## config.mk

```make
export PLATFORM = sky130hd
export DESIGN_NAME = multicycle_ctrl
export DESIGN_NICKNAME = d
export VERILOG_FILES = /design/src/rtl/multicycle_ctrl.sv
export SDC_FILE = /design/constraint.sdc
export NUM_CORES = 1
export LEC_CHECK = 0
export CAP_MARGIN = 20
export CELL_PAD_IN_SITES_DETAIL_PLACEMENT = 1
export CELL_PAD_IN_SITES_GLOBAL_PLACEMENT = 1
export CORE_UTILIZATION = 25
export CTS_CLUSTER_DIAMETER = 150
export DETAILED_ROUTE_END_ITERATION = 10
export GPL_ROUTABILITY_DRIVEN = 0
export PLACE_DENSITY = 0.54
export RECOVER_POWER = 25
export SETUP_SLACK_MARGIN = 0.05
export SKIP_CTS_REPAIR_TIMING = 1
export SYNTH_ARGS = -nofsm -noshare
export SYNTH_HDL_FRONTEND = slang
export SYNTH_SLANG_ARGS = --single-unit
```

## constraint.sdc

```tcl
create_clock -name clk -period 3.8 [get_ports clk]
set_input_delay 0.76 -clock clk [delete_from_list [all_inputs] [get_ports clk]]
set_output_delay 0.76 -clock clk [all_outputs]
set_load 0.02 [all_outputs]
```

## src/rtl/multicycle_ctrl.sv

```systemverilog
// multicycle_ctrl: multi-cycle control FSM for the MIPS subset datapath.
// Sequences FETCH/DECODE/EXEC/MEM/WB over a shared, possibly stalling memory.
// Stuck accesses time out into HALT with a sticky bus_err.
// The counter `retired` counts completed instructions.
// Optional feature: define MULTICYCLE_LWRR_EN to decode op 6'b110100 as lwrr.
module multicycle_ctrl #(
  parameter int ALUCTL_W = 3,
  parameter int TIMEOUT  = 15,
  parameter int CNT_W    = 32
) (
  input  logic                clk,
  input  logic                rst_n,
  input  logic [5:0]          op,
  input  logic [5:0]          func,
  input  logic                zero,
  input  logic                mem_ready,
  output logic                mem_req,
  output logic                mem_we,
  output logic                i_or_d,
  output logic                ir_we,
  output logic                pc_we,
  output logic [1:0]          pc_src,
  output logic                reg_we,
  output logic [1:0]          reg_dst,
  output logic [1:0]          wd_sel,
  output logic                alu_src_b,
  output logic                sign_ext,
  output logic [ALUCTL_W-1:0] alu_ctl,
  output logic                lwrr,
  output logic                illegal,
  output logic                bus_err,
  output logic [CNT_W-1:0]    retired
);

  typedef enum logic [3:0] {
    S_FETCH  = 4'd0,
    S_DECODE = 4'd1,
    S_EXEC   = 4'd2,
    S_MEM    = 4'd3,
    S_WB_ALU = 4'd4,
    S_WB_MEM = 4'd5,
    S_BRANCH = 4'd6,
    S_JUMP   = 4'd7,
    S_HALT   = 4'd8
  } state_t;

  localparam logic [5:0] OP_RTYPE = 6'h00;
  localparam logic [5:0] OP_J     = 6'h02;
  localparam logic [5:0] OP_JAL   = 6'h03;
  localparam logic [5:0] OP_BEQ   = 6'h04;
  localparam logic [5:0] OP_ORI   = 6'h0D;
  localparam logic [5:0] OP_LUI   = 6'h0F;
  localparam logic [5:0] OP_LW    = 6'h23;
  localparam logic [5:0] OP_SW    = 6'h2B;
  localparam logic [5:0] FN_NOP   = 6'h00;
  localparam logic [5:0] FN_JR    = 6'h08;
  localparam logic [5:0] FN_ADDU  = 6'h21;
  localparam logic [5:0] FN_SUBU  = 6'h23;
  localparam logic [5:0] FN_OR    = 6'h25;

  localparam logic [ALUCTL_W-1:0] ALU_ADD = '0;
  localparam logic [ALUCTL_W-1:0] ALU_SUB = ALUCTL_W'(1);
  localparam logic [ALUCTL_W-1:0] ALU_OR  = ALUCTL_W'(3);
  localparam logic [ALUCTL_W-1:0] ALU_LUI = ALUCTL_W'(4);

  // TIMEOUT is limited to 1..255, so an 8-bit wait counter always suffices.
  localparam logic [7:0] TO_LIM = 8'(TIMEOUT);

  state_t     state, state_next;
  logic [7:0] wait_cnt;
  logic       timeout_hit;

  logic is_ralu, is_ori, is_lui, is_lw, is_sw, is_beq;
  logic is_j, is_jal, is_jr, is_nop, is_lwrr, is_load, go_exec;

  assign is_ralu = (op == OP_RTYPE) &&
                   ((func == FN_ADDU) || (func == FN_SUBU) || (func == FN_OR));
  assign is_nop  = (op == OP_RTYPE) && (func == FN_NOP);
  assign is_jr   = (op == OP_RTYPE) && (func == FN_JR);
  assign is_ori  = (op == OP_ORI);
  assign is_lui  = (op == OP_LUI);
  assign is_lw   = (op == OP_LW);
  assign is_sw   = (op == OP_SW);
  assign is_beq  = (op == OP_BEQ);
  assign is_j    = (op == OP_J);
  assign is_jal  = (op == OP_JAL);
`ifdef MULTICYCLE_LWRR_EN
  localparam logic [5:0] OP_LWRR = 6'h34;
  assign is_lwrr = (op == OP_LWRR);
`else
  assign is_lwrr = 1'b0;
`endif
  assign is_load = is_lw | is_lwrr;
  assign go_exec = is_ralu | is_ori | is_lui | is_load | is_sw;

  // State register; reset lands in FETCH.
  always_ff @(posedge clk or negedge rst_n) begin
    if (!rst_n) state <= S_FETCH;
    else        state <= state_next;
  end

  // Next state and datapath controls; everything forced low while in reset.
  always_comb begin
    state_next  = state;
    mem_req     = 1'b0;
    mem_we      = 1'b0;
    i_or_d      = 1'b0;
    ir_we       = 1'b0;
    pc_we       = 1'b0;
    pc_src      = 2'd0;
    reg_we      = 1'b0;
    reg_dst     = 2'd0;
    wd_sel      = 2'd0;
    alu_src_b   = 1'b0;
    sign_ext    = 1'b0;
    alu_ctl     = ALU_ADD;
    lwrr        = 1'b0;
    illegal     = 1'b0;
    timeout_hit = 1'b0;
    if (rst_n) begin
      case (state)
        S_FETCH: begin
          mem_req = 1'b1;
          if (mem_ready) begin
            ir_we      = 1'b1;
            pc_we      = 1'b1;
            state_next = S_DECODE;
          end else if (wait_cnt == TO_LIM) begin
            timeout_hit = 1'b1;
            state_next  = S_HALT;
          end
        end
        S_DECODE: begin
          lwrr = is_lwrr;
          if (go_exec)                     state_next = S_EXEC;
          else if (is_beq)                 state_next = S_BRANCH;
          else if (is_j | is_jal | is_jr)  state_next = S_JUMP;
          else begin
            illegal    = ~is_nop;
            state_next = S_FETCH;
          end
        end
        S_EXEC: begin
          lwrr = is_lwrr;
          if (is_load | is_sw) begin
            alu_src_b  = 1'b1;
            sign_ext   = 1'b1;
            state_next = S_MEM;
          end else if (is_ralu) begin
            alu_ctl    = (func == FN_SUBU) ? ALU_SUB :
                         (func == FN_OR)   ? ALU_OR  : ALU_ADD;
            state_next = S_WB_ALU;
          end else if (is_ori) begin
            alu_src_b  = 1'b1;
            alu_ctl    = ALU_OR;
            state_next = S_WB_ALU;
          end else if (is_lui) begin
            alu_src_b  = 1'b1;
            alu_ctl    = ALU_LUI;
            state_next = S_WB_ALU;
          end else begin
            state_next = S_FETCH;
          end
        end
        S_MEM: begin
          mem_req = 1'b1;
          i_or_d  = 1'b1;
          mem_we  = is_sw;
          lwrr    = is_lwrr;
          if (mem_ready) begin
            state_next = is_sw ? S_FETCH : S_WB_MEM;
          end else if (wait_cnt == TO_LIM) begin
            timeout_hit = 1'b1;
            state_next  = S_HALT;
          end
        end
        S_WB_ALU: begin
          reg_we     = 1'b1;
          reg_dst    = is_ralu ? 2'd1 : 2'd0;
          state_next = S_FETCH;
        end
        S_WB_MEM: begin
          reg_we     = 1'b1;
          wd_sel     = 2'd1;
          lwrr       = is_lwrr;
          state_next = S_FETCH;
        end
        S_BRANCH: begin
          alu_ctl    = ALU_SUB;
          pc_we      = zero;
          pc_src     = 2'd1;
          state_next = S_FETCH;
        end
        S_JUMP: begin
          pc_we  = 1'b1;
          pc_src = is_jr ? 2'd3 : 2'd2;
          if (is_jal) begin
            reg_we  = 1'b1;
            reg_dst = 2'd2;
            wd_sel  = 2'd2;
          end
          state_next = S_FETCH;
        end
        S_HALT:  state_next = S_HALT;
        default: state_next = S_FETCH;
      endcase
    end
  end

  // Retire counter, sticky bus error and per-access wait counter.
  always_ff @(posedge clk or negedge rst_n) begin
    if (!rst_n) begin
      retired  <= '0;
      bus_err  <= 1'b0;
      wait_cnt <= '0;
    end else begin
      if ((state != S_FETCH) && (state_next == S_FETCH))
        retired <= retired + CNT_W'(1);
      if (timeout_hit)
        bus_err <= 1'b1;
      if (state_next != state)
        wait_cnt <= '0;
      else if (mem_req && !mem_ready && (wait_cnt != TO_LIM))
        wait_cnt <= wait_cnt + 8'd1;
    end
  end

endmodule

```

==> results.md <==
* Status: complete, no violations
* WL/cell at 16.4 um
* PortBufs at 66
* H-tree depth at 2
* Fmax achieved at 0.277 GHz
* Leakage power total at between 1.5 and 2 nW
* RSZ-0062 raised after global routing: no
* Critical Path, Cell by Cell: clkdlybuf4s50_1 -> buf_4 -> nor4_4 -> nand4_1 -> buf_4 -> nor3_1 -> clkdlybuf4s50_1
* Clock group share of total power at 34.2%
* Crit path largest cell delay at approximately 0.64 ns
* Yosys cell types at 55
* Chip width at 109 um
* Clock buffer depth at 2
* Max_slew headroom at between 20% and 30%
* CTS root buffer: clkbuf_16
* Logic gate share of total power at 29.6%
* Switching part of the total at 33.5%
* Net Switching at around 550 uW
* Yosys reg bits at 45
* Final global-route overflow total at 0
* Iter 0 DRT Violations at 100
* Area leader, netlist: dfrtp_1
* DR vias/cell at just over 5
* Number of global-route vias before repair at about 2,800
* First-pass GRT wire length at ~14 mm
* Critical path launch point type: input port
* Placed insts at between 500 and 600
* Row Count at 38
* CP required at between 3 and 4 ns
* Setup violators final at 0
* GRT Overall Usage at 15.4%
* Yosys Warn Count at 0
* Cell area after synthesis at roughly 2900 um^2
* Multi-input logic area at roughly 1600 um^2
* Core Footprint at 11,000 um^2
* Synthesized instance count at 312
* Clock slew at reported path FFs at around 0.070 ns
* Crit. End Element: output port
* First drt pass iteration count at 4
* CTS buffer count at 5
* Yosys top cell area share at approximately two fifths
* Crit Path Category: input port to output port
* Max Cap Viol at 0
* Syn_nets at 330
* Pwr Density at between 400 and 500 nW/um^2
* Seq pwr share at approximately 36%
* Slowest CP cell: clkdlybuf4s50_1
* Seq/Total Area, Yosys at 39.2%
* Crit-path leading delay family: buffers and inverters
* Cell with the most instances after synthesis: dfrtp_1
* Number of synthesized flops with an enable pin at 0
* Worst Hold Class: register to register
* CP arrival at roughly 2.9 ns
* Sum of buffers and inverters on the critical path at 4
* DRT Wirelength at approximately 8.7 mm
* Top cells by count, synth: dfrtp_1 (45), xor2_1 (35), nor3_1 (31), nand4_1 (23), nor2_1 (22)
* Peak VDD IR at approximately 280 uV
* DRC viols at 0
* Layout Skew at approximately 0.0078 ns
* Worst skew pair latency at between 0.2 and 0.3 ns
* Seq. cell area at around 1100 um^2
* Full die area at ~12,000 um^2
* Final hold vios at 0
* Dpl hpwl at 6.23 mm
* Initial antenna violation count at 0
* Int Power at 1.10 mW
* Vias post-DR at approximately 2,700
* Crit Path Max Fanout at 10
* I/O Pins at between 60 and 70
* Max Slew Vio Count at 0
* Layout Nets at 405
* Share of cells above drive strength 1 at 11.6%
* Chip height at approximately 110 um
* Inserted Diodes at 0
* Fill cell instance count of the final layout at 1,286
* Initial Utilization at approximately a quarter
* Asr flop ratio synth at between 90% and 100%
* Setup total negative slack at 0 ns
* Largest net degree at the start of global routing at between 40 and 50
* Layout area overhead at 37.9%
* Post-synth top flop: dfrtp_1
* CTS sink cnt at 45
* Finished Layout Cells at 528
* Worst-Margin Slew at between 1 and 1.5 ns
* CTS tree: built
* Min cycle time layout at between 3 and 4 ns
* Syn avg cell area at about 9 um^2
* Area contributors post-synth: dfrtp_1 (39%), xor2_1 (11%), nor3_1 (5.4%), nand4_1 (5.0%), nor4_2 (4.4%)
* Post-route ant nets at 0
* Period utilization at 95.2%
kinds of logic after synthesis:
group,after synthesis,synth area share [%]
AO/OA/AOI/OAI,28,7.84
buffers and inverters,26,4.44
flip-flops,45,39.2
adder cells (fa/ha/maj),2,0.871
other,1,0.130
AND/OR/NAND/NOR,168,34.6
XOR/XNOR,39,11.9
multiplexers,3,1.09
power by group through the flow:
| stage | Sequential [mW] | Clock [mW] | Combinational, mW |
|---|---|---|---|
| detailed placement | 0.608 | 0 | 0.494 |
| global placement | 0.609 | 0 | 0.492 |
| global route | 0.611 | 0.595 | 0.541 |
| floorplan | 0.620 | 0 | 0.278 |
| CTS | 0.601 | 0.582 | 0.496 |
| finish | 0.600 | 0.566 | 0.490 |
worst paths after layout:
| kind | from | cells past startpoint | end | slack (ns) |
|---|---|---|---|---|
| min in group asynchronous | rst_n | 1 | state[3]$_DFF_PN0_ | 0.50 |
| min reg2reg | retired[31]$_DFFE_PN0P_ | 1 | retired[31]$_DFFE_PN0P_ | 0.48 |
| max reg2reg | wait_cnt[0]$_DFFE_PN0P_ | 8 | retired[1]$_DFFE_PN0P_ | 1.27 |
| max in group asynchronous | rst_n | 2 | retired[21]$_DFFE_PN0P_ | 1.78 |
| min | retired[31]$_DFFE_PN0P_ | 1 | retired[31]$_DFFE_PN0P_ | 0.48 |
| max | op[2] | 7 | reg_dst[0] | 0.18 |
area by class of cell:
cell class	count	share of cell area, %
timing repair buffer	85	20.4
multi-input combinational	241	41.2
clock inverter	3	1.64
sequential	45	28.4
clock buffer	5	3.16
tap	140	4.42
inverter	9	0.852
metrics by stage:
stage | instance area (um^2) | hold WS [ns] | util, % | power (mW) | setup slack, ns
final | 3960 | 0.475 | 35.9 | 1.66 | 0.184
after global routing | 3960 | 0.491 | 35.9 | 1.75 | 0.0921
after CTS | 3950 | 0.354 | 35.8 | 1.68 | 0.0597
after detailed placement | 3760 | 0.469 | 34.1 | 1.10 | 0.0852
after global placement | 3760 | 0.463 | 34.1 | 1.10 | 0.0855
after floorplan | 2870 | 0.464 | - | 0.897 | 0.538
placed cells by master (no fill, tap or decap), drive strengths merged, types with 3 or more instances in the layout:
master,netlist,final
clkdlybuf4s50,0,60
xor2,35,35
and3,9,9
nand2b,5,5
a21oi,3,3
nand3,17,17
buf,12,18
dfrtp,45,45
xnor2,4,4
nand2,20,20
and4,4,4
nor3,31,31
inv,8,8
nor4,16,16
o21ai,3,3
or3,6,6
dlymetal6s2s,0,5
nor2,22,22
clkbuf,5,7
nor2b,3,3
nand4,23,23
flip-flops by register name, indices dropped and copies added, names as in the netlist:
name / cells
retired: 32
wait_cnt: 8
state: 4
bus_err: 1
layer usage:
layer / vias to the layer above / global-route usage (%) / routed length, um
met4: 0 / 3.71 / 80
met1: 1331 / 22.6 / 4410
met3: 8 / 2.15 / 299
met2: 53 / 23.6 / 3860
met5: - / 0 / 0
li1: 1301 / - / -
Power figures use the tool's default switching activity.
